### src/rtl/id_ex_pipe_stage.sv
// ============================================================================
// Module   : id_ex_pipe_stage
// Brief    : ID/EX pipeline register with load-use hazard detection, bubble
//            insertion and fetch/decode stall generation. Optional macro
//            IDEX_BUBBLE_COUNT_EN adds a saturating 16-bit bubble counter.
// Revision : 1.0 - initial release
// ============================================================================
`default_nettype none

module id_ex_pipe_stage #(
  parameter int DATA_W = 32,
  parameter int REG_AW = 5,
  parameter int ALUC_W = 3
) (
  input  logic              CLK_IDEX,
  input  logic              RST_IDEX,
  input  logic [DATA_W-1:0] RD1_D,
  input  logic [DATA_W-1:0] RD2_D,
  input  logic [DATA_W-1:0] SignImm_D,
  input  logic [REG_AW-1:0] Rs_D,
  input  logic [REG_AW-1:0] Rt_D,
  input  logic [REG_AW-1:0] Rd_D,
  input  logic              RegWrite_D,
  input  logic              MemtoReg_D,
  input  logic              MemWrite_D,
  input  logic              ALUSrc_D,
  input  logic              RegDst_D,
  input  logic [ALUC_W-1:0] ALUControl_D,
  input  logic              Valid_D,
  input  logic              Flush_E,
  input  logic              Hold_E,
  output logic [DATA_W-1:0] RD1_E,
  output logic [DATA_W-1:0] RD2_E,
  output logic [DATA_W-1:0] SignImm_E,
  output logic [REG_AW-1:0] Rs_E,
  output logic [REG_AW-1:0] Rt_E,
  output logic [REG_AW-1:0] Rd_E,
  output logic              RegWrite_E,
  output logic              MemtoReg_E,
  output logic              MemWrite_E,
  output logic              ALUSrc_E,
  output logic              RegDst_E,
  output logic [ALUC_W-1:0] ALUControl_E,
  output logic              Valid_E,
  output logic              Stall_F,
  output logic              Stall_D,
`ifdef IDEX_BUBBLE_COUNT_EN
  output logic [15:0]       Bubble_Cnt,
`endif
  output logic              LwStall
);

  logic [DATA_W-1:0] r_rd1;
  logic [DATA_W-1:0] r_rd2;
  logic [DATA_W-1:0] r_imm;
  logic [REG_AW-1:0] r_rs;
  logic [REG_AW-1:0] r_rt;
  logic [REG_AW-1:0] r_rd;
  logic              r_regwrite;
  logic              r_memtoreg;
  logic              r_memwrite;
  logic              r_alusrc;
  logic              r_regdst;
  logic [ALUC_W-1:0] r_aluctl;
  logic              r_valid;

  logic              w_lw_stall;
  logic              w_bubble;

  // A load in E whose destination feeds either source of the D instruction.
  // $0 is hardwired, so it never forms a true dependence.
  assign w_lw_stall = Valid_D & r_valid & r_regwrite & r_memtoreg &
                      (r_rt != '0) & ((r_rt == Rs_D) | (r_rt == Rt_D));

  assign w_bubble = ~Hold_E & (Flush_E | w_lw_stall);

  always_ff @(posedge CLK_IDEX or negedge RST_IDEX) begin
    if (!RST_IDEX) begin
      r_rd1      <= '0;
      r_rd2      <= '0;
      r_imm      <= '0;
      r_rs       <= '0;
      r_rt       <= '0;
      r_rd       <= '0;
      r_regwrite <= 1'b0;
      r_memtoreg <= 1'b0;
      r_memwrite <= 1'b0;
      r_alusrc   <= 1'b0;
      r_regdst   <= 1'b0;
      r_aluctl   <= '0;
      r_valid    <= 1'b0;
    end else if (Hold_E) begin
      // Freeze: pending flush/hazard requests are intentionally dropped here.
    end else if (w_bubble) begin
      r_rd1      <= '0;
      r_rd2      <= '0;
      r_imm      <= '0;
      r_rs       <= '0;
      r_rt       <= '0;
      r_rd       <= '0;
      r_regwrite <= 1'b0;
      r_memtoreg <= 1'b0;
      r_memwrite <= 1'b0;
      r_alusrc   <= 1'b0;
      r_regdst   <= 1'b0;
      r_aluctl   <= '0;
      r_valid    <= 1'b0;
    end else begin
      r_rd1      <= RD1_D;
      r_rd2      <= RD2_D;
      r_imm      <= SignImm_D;
      r_rs       <= Rs_D;
      r_rt       <= Rt_D;
      r_rd       <= Rd_D;
      r_regwrite <= RegWrite_D;
      r_memtoreg <= MemtoReg_D;
      r_memwrite <= MemWrite_D;
      r_alusrc   <= ALUSrc_D;
      r_regdst   <= RegDst_D;
      r_aluctl   <= ALUControl_D;
      r_valid    <= Valid_D;
    end
  end

`ifdef IDEX_BUBBLE_COUNT_EN
  localparam logic [15:0] c_CNT_MAX = 16'hFFFF;

  logic [15:0] r_bubble_cnt;

  always_ff @(posedge CLK_IDEX or negedge RST_IDEX) begin
    if (!RST_IDEX) begin
      r_bubble_cnt <= '0;
    end else if (w_bubble && (r_bubble_cnt != c_CNT_MAX)) begin
      r_bubble_cnt <= r_bubble_cnt + 16'd1;
    end
  end

  assign Bubble_Cnt = r_bubble_cnt;
`endif

  assign RD1_E        = r_rd1;
  assign RD2_E        = r_rd2;
  assign SignImm_E    = r_imm;
  assign Rs_E         = r_rs;
  assign Rt_E         = r_rt;
  assign Rd_E         = r_rd;
  assign RegWrite_E   = r_regwrite;
  assign MemtoReg_E   = r_memtoreg;
  assign MemWrite_E   = r_memwrite;
  assign ALUSrc_E     = r_alusrc;
  assign RegDst_E     = r_regdst;
  assign ALUControl_E = r_aluctl;
  assign Valid_E      = r_valid;

  assign LwStall = w_lw_stall;
  assign Stall_F = w_lw_stall | Hold_E;
  assign Stall_D = w_lw_stall | Hold_E;

endmodule

`default_nettype wire

### config.mk
export PLATFORM = sky130hd
export DESIGN_NAME = id_ex_pipe_stage
export DESIGN_NICKNAME = d
export VERILOG_FILES = /design/src/rtl/id_ex_pipe_stage.sv
export SDC_FILE = /design/constraint.sdc
export NUM_CORES = 1
export LEC_CHECK = 0
export CORE_MARGIN = 4
export CORE_UTILIZATION = 40
export CTS_CLUSTER_SIZE = 24
export DETAILED_ROUTE_END_ITERATION = 7
export PLACE_DENSITY = 0.87
export SLEW_MARGIN = 15
export SYNTH_ARGS = -nofsm -noshare
export SYNTH_HDL_FRONTEND = slang
export SYNTH_SLANG_ARGS = --single-unit
### constraint.sdc
create_clock -name CLK_IDEX -period 2.4 [get_ports CLK_IDEX]
set_input_delay 0.36 -clock CLK_IDEX [delete_from_list [all_inputs] [get_ports CLK_IDEX]]
set_output_delay 0.36 -clock CLK_IDEX [all_outputs]
set_load 0.02 [all_outputs]
### After elaboration in Yosys (flattened, before gate mapping)

Cells that the tools add are included.

| word-level totals | value |
|---|---|
| logic and storage cells | 39 |
| input bits | 124 |
| register bits | 120 |

| cells by class | value |
|---|---|
| bitwise operators | 10 |
| muxes and demuxes | 13 |
| eq/ne operators | 2 |
| reductions and logical operators | 1 |

Operator list:

| kind | number |
|---|---|
| $mux 32 | 3 |
| $mux 5 | 3 |
| $eq 5x5->1 | 2 |
| $and 1x1->1 | 6 |
| $mux 1 | 6 |
| $reduce_bool 5->1 | 1 |
| $mux 3 | 1 |
| $or 1x1->1 | 3 |
| $not 1->1 | 1 |

### Logic depth before layout (Yosys ltp)

| logic depth | value |
|---|---|
| depth after elaboration | 8 |
| depth in mapped cells | 6 |

### Least setup slack after synthesis

No wires, ideal clock.

| timing path | value |
|---|---|
| path kind | reg2out |
| start | register r_rt[4] (netlist: Rt_E[4]) |
| end | output port Stall_F |
| data required time | 2040 ps |
| cell stages (with the launch flop) | 7 |
| data arrival time | 1566 ps |
| path buffers | 2 |
| path slack | 474 ps |
| path through | dfrtp_1 > xnor2_1 > nand3_1 > o22ai_2 > buf_2 > a31o_2 > buf_4 |

| between the ends | value |
|---|---|
| cells in the longest elaborated chain, start to end | 4 |
| elaborated cells between the ends (all ways) | 7 |
| classes of those cells | 2 x eq/ne; 4 x bitwise; 1 x reduce/logical |

Ends and longest elaborated chain:

| element | RTL line | source |
|---|---|---|
| start, declared | 57 | `logic [REG_AW-1:0] r_rt;` |
| start signal, assigned | 113 | `r_rt <= Rt_D;` |
| $eq 5x5->1 / $reduce_bool 5->1 (equally long branches) | 73 | `(r_rt != '0) & ((r_rt == Rs_D) \| (r_rt == Rt_D));` |
| $or 1x1->1 / $and 1x1->1 (equally long branches) | 73, 72 |  |
| $and 1x1->1 (*) | 73 |  |
| $or 1x1->1 (*) | n/a |  |
| end, declared | 45 | `output logic Stall_F,` |

Every way passes the cells marked *; elsewhere a longest branch is shown, timed or not.

### Worst setup path after layout

| timing path | value |
|---|---|
| start | register r_rt[3] (netlist: Rt_E[3]) |
| end | output port LwStall |

| between the ends | value |
|---|---|
| cells in the longest elaborated chain, start to end | 3 |
| elaborated cells between the ends (all ways) | 6 |
| classes of those cells | 2 x eq/ne; 3 x bitwise; 1 x reduce/logical |

Ends and longest elaborated chain:

| element | RTL line | source |
|---|---|---|
| $eq 5x5->1 / $reduce_bool 5->1 (equally long branches) | 73 |  |
| $or 1x1->1 / $and 1x1->1 (equally long branches) | 73, 72 |  |
| $and 1x1->1 (*) | 73 |  |
| end, declared | 50 | `output logic LwStall` |

Marked as above.

==> impl_metrics.yaml <==
flow_run:
  drv_cap: 0
pwr:
  power.leakage_nw: 3.41
  p_sw_share_pct: 28.9
  p_comb_share_pct: 25.5
  internal-power_w: 0.00494
  total_power_w: 0.00694
  p_per_area_mw_per_mm2: 784
  p_seq_share_pct: 35.4
  clockPowerShare_pct: 39.1
  ir_drop_uv: 390
  p_sw_w: 0.00201
floorplan:
  ioPinCount: 247
  start_util_pct: 40.7
  rows: 43
  die-area_mm2: 0.0160
  core_mm2: 0.0138
  die_y_um: 127
  die_w_um: 127
worst_setup_path:
  cp-end-kind: "primary output"
  worstSetupPathType: "reg -> out"
  critPathMaxFanout: 5
  reg2reg_slack_ps: 250
  r2r-start: "Rt_E[2]"
  r2r_cells: 8
  setup.worst_path.start: "Rt_E[3]"
  worst_setup_path_start_kind: "flop"
  arrival_ps: 1970
  cp.required_ps: 2040
  r2r_end: "RD2_E[13]"
synth:
  synth_area_leaders: "dfrtp_1, a32oi_1, o21ai_1"
  syn-instance-count: 570
  yosysSeqAreaShare_pct: 53.3
  syn-cell-area_mm2: 0.00563
  synth_top_area_cell: "dfrtp_1"
  ys_types: 19
  synth.top_cell.area_share_pct: 53.3
  ys_ff_latch: 120
  synthesis.nets: 694
  yosysWarnings: 0
  syn_area_per_cell_um2: 9.88
routing:
  via_count: 5622
  drt_iter0_markers: 531
  viasPerCell: 5.71
  dr.pass1.iters: 5
  remaining_drc_errors: 0
  routed_wl_um: 18000
  postRouteAntennaNets: 0
  wl_per_cell_um: 18.3
clock_network:
  cts_tree: "built"
  insertion_delay_ps: 410
  cts_buffers: 17
  cts_buffer_depth: 2
  cts_root_buf: "clkbuf_16"
  htreeDepth: 4
  cts.clk_slew.worst_paths_ps: 60
  cts.sinks: 120
sta:
  setup_viol: 0
  fin_crit_sh_pct: 97.1
  fin_setup_tns_ps: 0
  period_needed_ps: 2330
  clock.fmax_ghz: 0.429
  hold_ws_ps: 426
  finalHoldViolCount: 0
  max-slew-margin-rel_pct: 50.7
  maxSlewViolCount: 0
  rsz0062_at_grt: "no"
  finClkSkew_ps: 8.62
  tightest_slew_ps: 739
grt:
  grt_max_degree: 129
  gr-total-overflow: 0
  antenna_found_initial: 0
  grt_use_total_pct: 22.2
  grt_pass1_vias: 5484
  grt_pass1_wl_um: 29200
placed_design:
  hpwlAfterDp_um: 11700
  numPlacedInstances: 947
  io_buffers: 246
  gp_congestion: 0.771
  place_area_mm2: 0.00817
final_layout:
  final_cells: 984
  final_area_mm2: 0.00886
  area_growth_syn_to_layout_pct: 57.4
  final_cell_mix: "clkdlybuf4s50_1, nand2_1, a32oi_1, o21ai_1, dfrtp_1"
  final_common_cell: "clkdlybuf4s50_1"
  diodes: 0
  nets: 915
  fill_cells: 1103
  drive_gt1_share_pct: 9.20
min_path:
  hp-class: "in -> async"
run_status:
  status: "finished, final reports clean"
[per-layer routing]
metal	vias to the layer above	track usage, %	wire length [µm]
li1	2625	-	-
met1	2714	29.2	7500
met2	251	35.5	8690
met3	32	6.19	1480
met4	0	7.70	324
met5	-	0	0
[logic make-up (layout without fill, tap and decap cells)]
| family | Yosys count | after routing | share of synthesized area [%] |
|---|---|---|---|
| compound gates | 243 | 243 | 29.9 |
| simple gates | 129 | 129 | 8.98 |
| flops | 120 | 120 | 53.3 |
| buf+inv | 68 | 302 | 6.24 |
| xor+xnor | 10 | 10 | 1.56 |
[worst max-delay path by stage]
stage	to	depth (start not counted)
detailed placement	LwStall	7
floorplan	Stall_F	6
global route	LwStall	6
CTS	Stall_D	6
finish	LwStall	6
global placement	LwStall	7
[final cells by class]
class	instances	area [µm²]	area share (%)
sequential	120	3010	33.9
timing repair buffer	269	2670	30.1
multi-input combinational	382	2330	26.3
clock buffer	20	457	5.15
tap	180	225	2.54
clock inverter	12	174	1.96
inverter	1	3.75	0.0423
[what timing repair did]
item,CTS,global route
gates resized for setup,17,6
cloned,0,0
endpoints found under the setup margin,3,3
hold buffers,1,0
pin swaps,0,1
buffers inserted,2,2
endpoints found under the hold margin,22,0
[power by group through the flow]
stage | Clock [W] | Sequential (W) | Combinational, W
floorplan | 0 | 0.00279 | 0.000471
global placement | 0 | 0.00248 | 0.00173
detailed placement | 0 | 0.00249 | 0.00175
CTS | 0.00277 | 0.00246 | 0.00178
global route | 0.00286 | 0.00249 | 0.00189
finish | 0.00271 | 0.00246 | 0.00177
[state kept, by name, summed over array words and instances, names as in the netlist, 3 cells and up]
| register | flops |
|---|---|
| ALUControl_E | 3 |
| RD1_E | 32 |
| RD2_E | 32 |
| Rd_E | 5 |
| Rs_E | 5 |
| Rt_E | 5 |
| SignImm_E | 32 |
[worst max-delay path, cell delays in order, from the launching register on]
cell and delay, ps:
dfrtp_2 460, xnor2_1 230, nand2_2 110, o22ai_4 210, buf_4 140, nor2b_2 200, buf_2 210
[cell usage after synthesis (all sizes together)]
cell type / instances
nor4: 1
nor2b: 1
a31o: 1
buf: 30
o21ai: 120
and4: 1
nor2: 1
nand2: 123
inv: 1
a32oi: 120
dfrtp: 120
xnor2: 10
o22ai: 1
a21bo: 1
nand3: 2
clkbuf: 37
[through the flow]
stage / setup WS (ps) / util (%)
final: 69.7 / 64.1
after global routing: 0.800 / 64.1
after CTS: 5.40 / 63.9
after detailed placement: -457 / 59.1
after global placement: -504 / 59.1
after floorplan: 474 / -
No activity file was read; power rests on OpenSTA's default activity.
